==> src/rtl/spi_pkg.sv <==
// Shared types and default sizing for the SPI master transmitter.
package spi_pkg;

  localparam int SPI_DATA_W  = 8;
  localparam int SPI_CLK_DIV = 2;

  typedef enum logic [2:0] {
    IDLE  = 3'd0,
    LEAD  = 3'd1,
    SHIFT = 3'd2,
    TRAIL = 3'd3,
    HOLD  = 3'd4
  } spi_state_t;

endpackage

==> src/rtl/spi_master_tx_if.sv <==
// Host-side request bus plus the SPI pins of the transmitter.
interface spi_master_tx_if
  import spi_pkg::*;
#(
  parameter int DATA_W = SPI_DATA_W
);
  logic              newd;
  logic [DATA_W-1:0] din;
  logic              ready;
  logic              sclk;
  logic              cs;
  logic              mosi;
  logic              done;

  modport master (
    input  newd, din,
    output ready, sclk, cs, mosi, done
  );

  modport slave (
    output newd, din,
    input  ready, sclk, cs, mosi, done
  );
endinterface

==> src/rtl/spi_sclk_gen.sv <==
// Half-period timer: ticks at the end of every CLK_DIV-cycle half and toggles sclk when allowed.
module spi_sclk_gen
  import spi_pkg::*;
#(
  parameter int CLK_DIV = SPI_CLK_DIV
) (
  input  logic clk,
  input  logic rst_n,
  input  logic en,
  input  logic sclk_en,
  output logic sclk,
  output logic half_tick,
  output logic rise_tick,
  output logic fall_tick
);
  localparam int CW = $clog2(CLK_DIV + 1);

  logic [CW-1:0] cnt;

  // half_tick also paces the sclk-low HOLD phase, where sclk_en is off.
  assign half_tick = en && (cnt == CW'(CLK_DIV - 1));
  assign rise_tick = half_tick && sclk_en && !sclk;
  assign fall_tick = half_tick && sclk_en && sclk;

  always_ff @(posedge clk or negedge rst_n) begin
    if (!rst_n) begin
      cnt  <= '0;
      sclk <= 1'b0;
    end else if (!en) begin
      cnt  <= '0;
      sclk <= 1'b0;
    end else begin
      cnt  <= half_tick ? '0 : cnt + CW'(1);
      sclk <= sclk_en ? (half_tick ? ~sclk : sclk) : 1'b0;
    end
  end
endmodule

==> src/rtl/spi_master_tx.sv <==
// SPI master transmitter: one arming period, DATA_W data periods MSB first, a trailing period, then a hold.
module spi_master_tx
  import spi_pkg::*;
#(
  parameter int DATA_W  = SPI_DATA_W,
  parameter int CLK_DIV = SPI_CLK_DIV
) (
  input logic           clk,
  input logic           rst_n,
  spi_master_tx_if.master bus
);
  localparam int BW = $clog2(DATA_W + 1);

  spi_state_t        state, state_nxt;
  logic [DATA_W-1:0] shreg, shreg_nxt;
  logic [BW-1:0]     bitcnt, bitcnt_nxt;
  logic              cs_q, cs_nxt;
  logic              mosi_q, mosi_nxt;
  logic              done_q, done_nxt;
  logic              gen_en, sclk_en, sclk_w;
  logic              half_tick, rise_tick, fall_tick;

  assign sclk_en = (state == LEAD) || (state == SHIFT) || (state == TRAIL);
  assign gen_en  = sclk_en || (state == HOLD);

  spi_sclk_gen #(.CLK_DIV(CLK_DIV)) u_sclk_gen (
    .clk       (clk),
    .rst_n     (rst_n),
    .en        (gen_en),
    .sclk_en   (sclk_en),
    .sclk      (sclk_w),
    .half_tick (half_tick),
    .rise_tick (rise_tick),
    .fall_tick (fall_tick)
  );

  assign bus.sclk  = sclk_w;
  assign bus.cs    = cs_q;
  assign bus.mosi  = mosi_q;
  assign bus.done  = done_q;
  assign bus.ready = (state == IDLE);

  always_ff @(posedge clk or negedge rst_n) begin
    if (!rst_n) state <= IDLE;
    else        state <= state_nxt;
  end

  always_comb begin
    state_nxt = state;
    case (state)
      IDLE:    if (bus.newd) state_nxt = LEAD;
      LEAD:    if (fall_tick) state_nxt = SHIFT;
      SHIFT:   if (fall_tick && (bitcnt == BW'(DATA_W - 1))) state_nxt = TRAIL;
      TRAIL:   if (fall_tick) state_nxt = HOLD;
      HOLD:    if (half_tick) state_nxt = IDLE;
      default: state_nxt = IDLE;
    endcase
  end

  // mosi only ever moves on a rise, so it is settled a full half-period before each fall.
  always_comb begin
    shreg_nxt  = shreg;
    bitcnt_nxt = bitcnt;
    cs_nxt     = cs_q;
    mosi_nxt   = mosi_q;
    done_nxt   = 1'b0;
    case (state)
      IDLE: if (bus.newd) begin
        shreg_nxt  = bus.din;
        bitcnt_nxt = '0;
        cs_nxt     = 1'b0;
      end
      SHIFT: begin
        if (rise_tick) begin
          mosi_nxt  = shreg[DATA_W-1];
          shreg_nxt = shreg << 1;
        end
        if (fall_tick) bitcnt_nxt = bitcnt + BW'(1);
      end
      TRAIL: if (rise_tick) mosi_nxt = 1'b0;
      HOLD: if (half_tick) begin
        cs_nxt   = 1'b1;
        done_nxt = 1'b1;
      end
      default: ;
    endcase
  end

  always_ff @(posedge clk or negedge rst_n) begin
    if (!rst_n) begin
      bitcnt <= '0;
      cs_q   <= 1'b1;
      mosi_q <= 1'b0;
      done_q <= 1'b0;
    end else begin
      bitcnt <= bitcnt_nxt;
      cs_q   <= cs_nxt;
      mosi_q <= mosi_nxt;
      done_q <= done_nxt;
    end
  end

  always_ff @(posedge clk) begin
    shreg <= shreg_nxt;
  end
endmodule
==> src/flat_wrapper.sv <==
// flat-port wrapper written by rule: the top's interface ports become plain ports
module spi_master_tx_flat import spi_pkg::*;
#(
  parameter int DATA_W  = SPI_DATA_W,
  parameter int CLK_DIV = SPI_CLK_DIV
)
  (clk, rst_n, bus_newd, bus_din, bus_ready, bus_sclk, bus_cs, bus_mosi, bus_done);
  spi_master_tx_if #(.DATA_W(DATA_W)) bus_i ();
  input logic clk;
  input logic rst_n;
  input wire logic [$bits(bus_i.newd)-1:0] bus_newd;
  input wire logic [$bits(bus_i.din)-1:0] bus_din;
  output wire logic [$bits(bus_i.ready)-1:0] bus_ready;
  output wire logic [$bits(bus_i.sclk)-1:0] bus_sclk;
  output wire logic [$bits(bus_i.cs)-1:0] bus_cs;
  output wire logic [$bits(bus_i.mosi)-1:0] bus_mosi;
  output wire logic [$bits(bus_i.done)-1:0] bus_done;
  assign bus_i.newd = bus_newd;
  assign bus_i.din = bus_din;
  assign bus_ready = bus_i.ready;
  assign bus_sclk = bus_i.sclk;
  assign bus_cs = bus_i.cs;
  assign bus_mosi = bus_i.mosi;
  assign bus_done = bus_i.done;
  spi_master_tx #(.DATA_W(DATA_W), .CLK_DIV(CLK_DIV)) u_core (.clk(clk), .rst_n(rst_n), .bus(bus_i));
endmodule
==> config.mk <==
export PLATFORM = sky130hd
export DESIGN_NAME = spi_master_tx_flat
export DESIGN_NICKNAME = d
export VERILOG_FILES = /design/src/rtl/spi_pkg.sv /design/src/rtl/spi_master_tx_if.sv /design/src/rtl/spi_sclk_gen.sv /design/src/rtl/spi_master_tx.sv /design/src/flat_wrapper.sv
export SDC_FILE = /design/constraint.sdc
export NUM_CORES = 1
export LEC_CHECK = 0
export CAP_MARGIN = 15
export CORE_MARGIN = 8
export CORE_UTILIZATION = 35
export DETAILED_ROUTE_END_ITERATION = 8
export GPL_ROUTABILITY_DRIVEN = 1
export PLACE_DENSITY = 0.56
export SLEW_MARGIN = 20
export SYNTH_ARGS = -nofsm -noshare
export SYNTH_HDL_FRONTEND = slang
export SYNTH_HIERARCHICAL = 1
export SYNTH_SLANG_ARGS = --single-unit
==> constraint.sdc <==
create_clock -name clk -period 2 [get_ports clk]
set_input_delay 0.2 -clock clk [delete_from_list [all_inputs] [get_ports clk]]
set_output_delay 0.2 -clock clk [all_outputs]
set_load 0.03 [all_outputs]
==> results of run 1 <==
## worst max-delay path: stages (launching register included)
cell	delay (ns)
dfrtp_1	0.42
nor2_2	0.19
xnor2_1	0.18
and3b_2	0.26
and3_1	0.20
buf_4	0.13
nand2_1	0.09
o32ai_1	0.25
## kinds of logic after synthesis
group,count (synthesis),synth area share
buf+inv,4,0.02214
compound gates,5,0.03645
mux,9,0.1029
simple gates,35,0.2083
xor+xnor,3,0.02735
fa+ha+maj,1,0.01302
flops,21,0.5899
## layout make-up
type / instances / area (sq um)
Timing Repair Buffer: 22 / 205.2
Multi-Input combinational cell: 53 / 379.1
Clock buffer: 3 / 22.52
Tap cell: 31 / 38.79
Clock inverter: 1 / 5.005
Fill cell: 246 / 1465
Sequential cell: 21 / 566.8
Inverter: 1 / 3.754
## per-layer routing
metal	routed length [um]	GRT usage	up-vias
met5	0	0	-
met4	19	0.03836	0
met3	154	0.04746	2
met2	769	0.1312	21
met1	839	0.1084	314
li1	-	-	324
## flip-flops by register name, summed over array words and instances (netlist names)
| name | flops |
|---|---|
| u_core/shreg | 8 |
| u_core/bitcnt | 4 |
| u_core/state | 3 |
| u_core/u_sclk_gen/cnt | 2 |
| u_core/bus.cs | 1 |
| u_core/bus.done | 1 |
| u_core/bus.mosi | 1 |
| u_core/u_sclk_gen/sclk | 1 |
## path summary, 6_finish.rpt
kind | from | to | slack, ns | cells past startpoint
setup / recovery | u_core/state[0] | u_core/state[2] | 0.20 | 7
hold / removal | rst_n | u_core/state[2] | 0.26 | 1
setup reg to reg | u_core/state[0] | u_core/state[2] | 0.20 | 7
hold reg to reg | u_core/u_sclk_gen/cnt[0] | u_core/u_sclk_gen/cnt[0] | 0.49 | 1
max in group asynchronous | rst_n | u_core/u_sclk_gen/sclk | 1.35 | 1
min in group clk | u_core/u_sclk_gen/cnt[0] | u_core/u_sclk_gen/cnt[0] | 0.49 | 1
## through the flow
step	setup slack, ns	area (sq um)	std cells	total power, mW
after global placement	0.1339	1185	128	1.238
after detailed placement	0.08478	1185	128	1.246
after global routing	0.007646	1221	132	1.553
after CTS	0.02097	1212	132	1.458
after floorplan	0.1971	960.9	78	1.031
final	0.2004	1221	132	1.453
## power groups by stage
stage	Sequential, mW	Clock, mW	Combinational [mW]
finish	0.647	0.204	0.601
CTS	0.644	0.217	0.597
floorplan	0.703	0	0.328
global route	0.664	0.229	0.661
detailed placement	0.652	0	0.594
global placement	0.648	0	0.590
## cells in the final DEF, fill, tap and decap left out, types with 2 or more instances in the layout
master,n
buf_4,7
nand2b_1,2
mux2_2,5
xnor2_1,3
nand2_1,8
clkbuf_4,3
nand3_1,5
nor2b_1,2
mux2i_1,2
and3_1,3
dfrtp_1,12
nor2_1,4
mux2_1,2
clkdlybuf4s50_1,14
edfxtp_1,8
==> results.json, run 1 <==
{
  "post-route-min-period_ns": 1.800,
  "netlist.area_leader.share": 0.3125,
  "pin_count": 16,
  "grt_pass1_vias": 702,
  "yosys_register_bits": 21,
  "clock_latency_ns": 0.30,
  "place_congestion": 0.7720,
  "cts_max_path_buffers": 2,
  "antenna_found_initial": 0,
  "cts_buffers": 3,
  "p_clk_frac": 0.141,
  "yosys-top-cells-count": "12 x dfrtp_1, 9 x nand2_1, 8 x edfxtp_1",
  "worst_pin_slew_ns": 0.6080,
  "arrival_ns": 2.01,
  "finalClockSkew_ns": 0.003582,
  "synth-edff-count": 8,
  "synth_area_leaders": "dfrtp_1 31%, edfxtp_1 25%, mux2_2 5.9%",
  "clkSinkCount": 21,
  "hold_ws_ns": 0.2628,
  "cts_resized": 0,
  "crit_fanout": 4,
  "p_seq_frac": 0.446,
  "max_cap_violations": 0,
  "layout-drive-gt1-share": 0.2079,
  "slew_headroom": 0.5934,
  "path_class": "register to register",
  "place_hpwl_um": 1356,
  "drt-initial-drc-count": 18,
  "timing.setup.tns_ns": 0,
  "core_sq_um": 2686,
  "power_switching_mw": 0.5158,
  "initial_core_util": 0.3577,
  "p_leak_nw": 0.5245,
  "yosys.cell_types.count": 31,
  "start_kind": "register",
  "wl_per_cell_um": 13.51,
  "area_delta_synth_final_pct": 27.08,
  "netlist_area_sq_um": 960.9,
  "drc": 0,
  "cts_max_level": 1,
  "syn_inst": 78,
  "grt_pass1_wl_um": 3139,
  "numPortBuffers": 15,
  "pwr-share-comb": 0.414,
  "drt-total-wl_um": 1783,
  "end_kind": "register",
  "yosysWarnings": 6,
  "fmax_ghz": 0.5557,
  "hold_viol_final": 0,
  "grt_overflow": 0,
  "slew_violations": 0,
  "cts_hold_buffers": 0,
  "switching_share": 0.3550,
  "ant_nets": 0,
  "async_flop_share": 0.6190,
  "fin_nets": 114,
  "final_util": 0.4546,
  "ir_drop_mv": 0.5746,
  "grt_use_total": 0.09008,
  "p_int_mw": 0.9370,
  "synthFlopType": "dfrtp_1",
  "status": "finished clean",
  "power_density_nw_per_um2": 1190,
  "syn_area_per_cell_sq_um": 12.32,
  "cts_tree": "built",
  "cts_setup_buffers": 0,
  "dr_total_vias": 661,
  "yosysTopAreaCell": "dfrtp_1",
  "setup_viol_count_final": 0,
  "die_area_sq_um": 4678,
  "chipWidth_um": 68.40,
  "yosys.cell_count.top_type": "dfrtp_1",
  "clkTransAtPathRegs_ns": 0.12,
  "synth_fp_nets": 90,
  "rsz0062_at_grt": "no",
  "die_h_um": 68.40,
  "hp-class": "input pin to async pin",
  "cp.required_ns": 2.21,
  "synth_seq_area_share": 0.5898,
  "grt_max_degree": 14,
  "diodes": 0,
  "clock-root-buffer": "clkbuf_4",
  "viasPerCell": 5.008,
  "drt-pass1-iter-count": 4,
  "finalCritPeriodShare": 0.8998,
  "std_cell_rows": 19
}
Power figures use the tool's default switching activity.
==> run 2, diff against run 1 <==
Settings changed: RECOVER_POWER set to 50, SKIP_CTS_REPAIR_TIMING set to 1.
==> run 2 against run 1 <==
Compared with the run above: via count decreased by 0.61%; sequential cell count unchanged; wire length decreased by 0.22%; count of clock-buffer cells in the layout unchanged; clock power about the same; register-to-register slack got worse by 0.02 ns; critical path depth decreased by 3; final area decreased by 1.4%; critical path type unchanged; critical endpoint is now u_core/shreg[4].
==> results.json, run 2 (synthesis results as in run 1) <==
{
  "clock_latency_ns": 0.30,
  "finalClockSkew_ns": 0.003527,
  "max_cap_violations": 0,
  "hp-class": "input pin to async pin",
  "cts_max_level": 1,
  "ir_drop_mv": 0.5516,
  "place_hpwl_um": 1356,
  "viasPerCell": 4.977,
  "power_switching_mw": 0.5114,
  "cts_tree": "built",
  "core_sq_um": 2686,
  "clkTransAtPathRegs_ns": 0.12,
  "end_kind": "register",
  "dr_total_vias": 657,
  "hold_viol_final": 0,
  "drt-pass1-iter-count": 4,
  "antenna_found_initial": 0,
  "area_delta_synth_final_pct": 25.26,
  "grt_pass1_wl_um": 3139,
  "worst_pin_slew_ns": 0.6108,
  "drt-total-wl_um": 1779,
  "power_density_nw_per_um2": 1185,
  "top_regs": "u_core/shreg x8, u_core/bitcnt x4, u_core/state x3",
  "crit_fanout": 8,
  "place_congestion": 0.7720,
  "grt_use_total": 0.09008,
  "status": "finished clean",
  "timing.setup.tns_ns": 0,
  "start_kind": "register",
  "slew_violations": 0,
  "path_class": "register to register",
  "ant_nets": 0,
  "wl_per_cell_um": 13.48,
  "reg2reg_from": "u_core/state[0]",
  "drt-initial-drc-count": 27,
  "layout_common_cells": "12 x dfrtp_1, 10 x clkdlybuf4s50_1, 8 x nand2_1, 8 x edfxtp_1, 6 x buf_4",
  "layout_commonest_cell": "dfrtp_1",
  "drc": 0,
  "top_register": "u_core/shreg",
  "cts_buffers": 3,
  "r2r_setup_slack_ns": 0.18,
  "numPortBuffers": 15,
  "hold_ws_ns": 0.3315,
  "pin_count": 16,
  "pwr-share-comb": 0.404,
  "layout-drive-gt1-share": 0.1881,
  "grt_pass1_vias": 702,
  "final_util": 0.4481,
  "clock-root-buffer": "clkbuf_4",
  "p_seq_frac": 0.453,
  "cts_max_path_buffers": 2,
  "initial_core_util": 0.3577,
  "die_area_sq_um": 4678,
  "p_clk_frac": 0.143,
  "p_int_mw": 0.9151,
  "diodes": 0,
  "std_cell_rows": 19,
  "largest_reg_flops": 8,
  "chipWidth_um": 68.40,
  "setup_viol_count_final": 0,
  "worstRegToRegCells": 4,
  "slew_headroom": 0.5915,
  "grt_max_degree": 14,
  "die_h_um": 68.40,
  "fmax_ghz": 0.5501,
  "finalCritPeriodShare": 0.9090,
  "rsz0062_at_grt": "no",
  "post-route-min-period_ns": 1.818,
  "switching_share": 0.3585,
  "clkSinkCount": 21,
  "cp.required_ns": 2.07,
  "timing.rr.end": "u_core/shreg[4]",
  "p_leak_nw": 0.5087,
  "arrival_ns": 1.89,
  "grt_overflow": 0,
  "fin_nets": 114
}
run 2: cell types whose count changed in the layout (fill, tap and decap cells not counted):
| cell | before | now |
|---|---|---|
| and2_0 | 0 | 1 |
| and2_1 | 1 | 0 |
| buf_4 | 7 | 6 |
| clkbuf_1 | 0 | 2 |
| clkdlybuf4s50_1 | 14 | 10 |
| dlygate4sd3_1 | 0 | 4 |
| dlymetal6s2s_1 | 1 | 0 |
| nor3b_1 | 1 | 2 |
| nor3b_2 | 1 | 0 |
run 2: how the worst max path moves through the flow:
stage,endpoint,startpoint,slack (ns)
after floorplan,u_core/bitcnt[3],u_core/state[0],0.20
after global routing,u_core/bitcnt[3],u_core/state[0],0.008
after global placement,u_core/shreg[3],u_core/state[0],0.13
after detailed placement,u_core/shreg[1],u_core/state[0],0.08
final,u_core/shreg[4],u_core/state[0],0.18
after CTS,bus_ready,u_core/state[0],0.02
run 2: final cells by class:
| cell class | instances | area [sq um] |
|---|---|---|
| clock buffers | 3 | 22.52 |
| inverters | 1 | 3.754 |
| flip-flops and latches | 21 | 566.8 |
| clock inverters | 1 | 5.005 |
| multi-input cells | 53 | 374.1 |
| fillers | 251 | 1483 |
| well taps | 31 | 38.79 |
| repair buffers | 22 | 192.7 |
run 2: power by group through the flow:
stage / clock network [mW] / logic, mW / registers (mW)
floorplan: 0 / 0.328 / 0.703
finish: 0.204 / 0.576 / 0.646
global route: 0.229 / 0.639 / 0.663
detailed placement: 0 / 0.594 / 0.652
CTS: 0.217 / 0.597 / 0.644
global placement: 0 / 0.590 / 0.648
run 2: per-layer routing:
| metal | GRT usage | part of all wire | vias to the layer above |
|---|---|---|---|
| li1 | - | - | 323 |
| met1 | 0.1084 | 0.48 | 311 |
| met2 | 0.1312 | 0.43 | 21 |
| met3 | 0.04746 | 0.079 | 2 |
| met4 | 0.03836 | 0.011 | 0 |
| met5 | 0 | 0 | - |
run 2: worst max-delay path, stage by stage, from the launching register on:
cell and delay, ns:
dfrtp_1 0.42, buf_4 0.16, nor3b_1 0.40, buf_4 0.25
mux2_2 0.35
run 2: metrics by stage:
step                      std cells  cell area [sq um]  power (mW)  worst slack, ns
final                           132               1204       1.426           0.1820
after global routing            132               1204       1.530         0.007647
after CTS                       132               1212       1.458          0.02097
after detailed placement        128               1185       1.246          0.08478
after global placement          128               1185       1.238           0.1339
after floorplan                  78              960.9       1.031           0.1971
==> run 3, diff against run 2 <==
Settings changed: PLACE_DENSITY 0.56 to unset.
==> run 3 against run 2 <==
Compared with the run above: worst setup slack gained 0.0048 ns; combinational power is 2% higher; wire length is 3.3% higher; register-to-register slack about the same; fmax up 0.26%; largest power group unchanged; total power rose by 0.71%.
==> results.json, run 3 (synthesis results as in run 1) <==
{
  "drc": 0,
  "clkTransAtPathRegs_ns": 0.12,
  "drt-total-wl_um": 1838,
  "r2r_setup_slack_ns": 0.19,
  "cts_max_path_buffers": 2,
  "initial_core_util": 0.3577,
  "pin_count": 16,
  "critical_path.endpoint": "u_core/bitcnt[3]",
  "place_congestion": 0.8570,
  "status": "finished clean",
  "core_sq_um": 2686,
  "finalClockSkew_ns": 0.006521,
  "cts_max_level": 1,
  "drt-pass1-iter-count": 4,
  "hp-class": "input pin to async pin",
  "chipWidth_um": 68.40,
  "rsz0062_at_grt": "no",
  "end_kind": "register",
  "ant_nets": 0,
  "timing.setup.tns_ns": 0,
  "fmax_ghz": 0.5515,
  "clock_latency_ns": 0.30,
  "p_int_mw": 0.9155,
  "p_clk_frac": 0.142,
  "ir_drop_mv": 0.5393,
  "cts_tree": "built",
  "layout_commonest_cell": "dfrtp_1",
  "setup_viol_count_final": 0,
  "final_util": 0.4485,
  "hold_ws_ns": 0.3327,
  "reg2reg_from": "u_core/state[0]",
  "top_register": "u_core/shreg",
  "die_area_sq_um": 4678,
  "place_hpwl_um": 1398,
  "layout-drive-gt1-share": 0.1717,
  "layout_common_cells": "12 x dfrtp_1, 10 x clkdlybuf4s50_1, 8 x nand2_1, 8 x edfxtp_1",
  "wl_per_cell_um": 14.14,
  "slew_violations": 0,
  "fin_cells": 130,
  "switching_share": 0.3627,
  "max_cap_violations": 0,
  "die_h_um": 68.40,
  "startpoint": "u_core/state[0]",
  "drt-initial-drc-count": 26,
  "diodes": 0,
  "std_cell_rows": 19,
  "grt_use_total": 0.08750,
  "grt_pass1_wl_um": 3063,
  "path_class": "register to register",
  "power_switching_mw": 0.5211,
  "slowest_stage": "dfrtp_1",
  "post-route-min-period_ns": 1.813,
  "clock-root-buffer": "clkbuf_4",
  "hold_viol_final": 0,
  "p_leak_nw": 0.4957,
  "fin_nets": 112,
  "start_kind": "register",
  "arrival_ns": 2.05,
  "dp_cells": 126,
  "clkSinkCount": 21,
  "power_density_nw_per_um2": 1192,
  "dr_total_vias": 660,
  "cp.required_ns": 2.24,
  "slew_headroom": 0.5942,
  "cts_buffers": 3,
  "top_regs": "u_core/shreg x8, u_core/bitcnt x4, u_core/state x3",
  "area_delta_synth_final_pct": 25.39,
  "cpPeakStageDelay_ns": 0.40,
  "worst_pin_slew_ns": 0.6068,
  "antenna_found_initial": 0,
  "finalCritPeriodShare": 0.9066,
  "pwr-share-comb": 0.408,
  "grt_max_degree": 14,
  "crit_fanout": 5,
  "largest_reg_flops": 8,
  "numPortBuffers": 15,
  "timing.rr.end": "u_core/bitcnt[3]",
  "worstRegToRegCells": 7,
  "viasPerCell": 5.077,
  "grt_overflow": 0,
  "p_seq_frac": 0.449,
  "grt_pass1_vias": 647,
  "path_cells": "nor2_2 -> xnor2_1 -> and3b_1 -> and3_2 -> nand4bb_4 -> nor2_1 -> mux2i_1"
}
[run 3: changes by cell type in the layout (fill, tap and decap cells not counted)]
cell	previous run	this run
clkinv_2	1	0
and3_2	0	1
nand4bb_1	1	0
and3_1	3	2
nor3b_1	2	1
and3b_2	1	0
clkbuf_1	2	4
nand4bb_4	0	1
buf_4	6	3
nor3b_2	0	1
and3b_1	0	1
[run 3: how the worst min path moves through the flow]
stage	start	endpoint	slack [ns]	cells after the start
floorplan	rst_n	u_core/bitcnt[0]	-0.1	0
global placement	u_core/u_sclk_gen/cnt[0]	u_core/u_sclk_gen/cnt[0]	0.45	1
detailed placement	u_core/u_sclk_gen/cnt[0]	u_core/u_sclk_gen/cnt[0]	0.45	1
CTS	rst_n	u_core/bus.mosi	0.29	1
global route	rst_n	u_core/bus.mosi	0.37	1
finish	rst_n	u_core/bus.mosi	0.33	1
[run 3: through the flow]
stage	cell area, sq um	worst slack (ns)	total power [mW]
after floorplan	960.9	0.1971	1.031
after global placement	1170	0.1271	1.227
after detailed placement	1170	0.04451	1.244
after CTS	1196	0.02507	1.449
after global routing	1205	0.04400	1.539
final	1205	0.1868	1.437
[run 3: cell type report]
| type | instances | area (sq um) |
|---|---|---|
| fill | 258 | 1481 |
| sequential | 21 | 566.8 |
| multi-input combinational | 53 | 395.4 |
| timing repair buffer | 20 | 173.9 |
| tap | 31 | 38.79 |
| clock buffer | 4 | 26.28 |
| inverter | 1 | 3.754 |
[run 3: power by group through the flow]
stage / sequential [mW] / combinational [mW] / clock [mW]
4_1_cts: 0.644 / 0.591 / 0.214
5_1_grt: 0.660 / 0.648 / 0.232
3_5_place_dp: 0.653 / 0.592 / 0
2_1_floorplan: 0.703 / 0.328 / 0
3_3_place_gp: 0.652 / 0.575 / 0
6_report: 0.645 / 0.587 / 0.204
[run 3: critical path, delay by kind of cell (launching register included)]
family | cells | cell delay, ns
xor gates and xnor gates | 1 | 0.16
DFF | 1 | 0.40
muxes | 1 | 0.19
and+or+nand+nor | 5 | 1.00
[run 3: metal layers]
layer	up-vias	global-route usage	routed length [um]
met3	4	0.03601	169
met1	311	0.1172	905
met4	0	0.04092	26
met2	25	0.1185	737
li1	320	-	-
met5	-	0	0
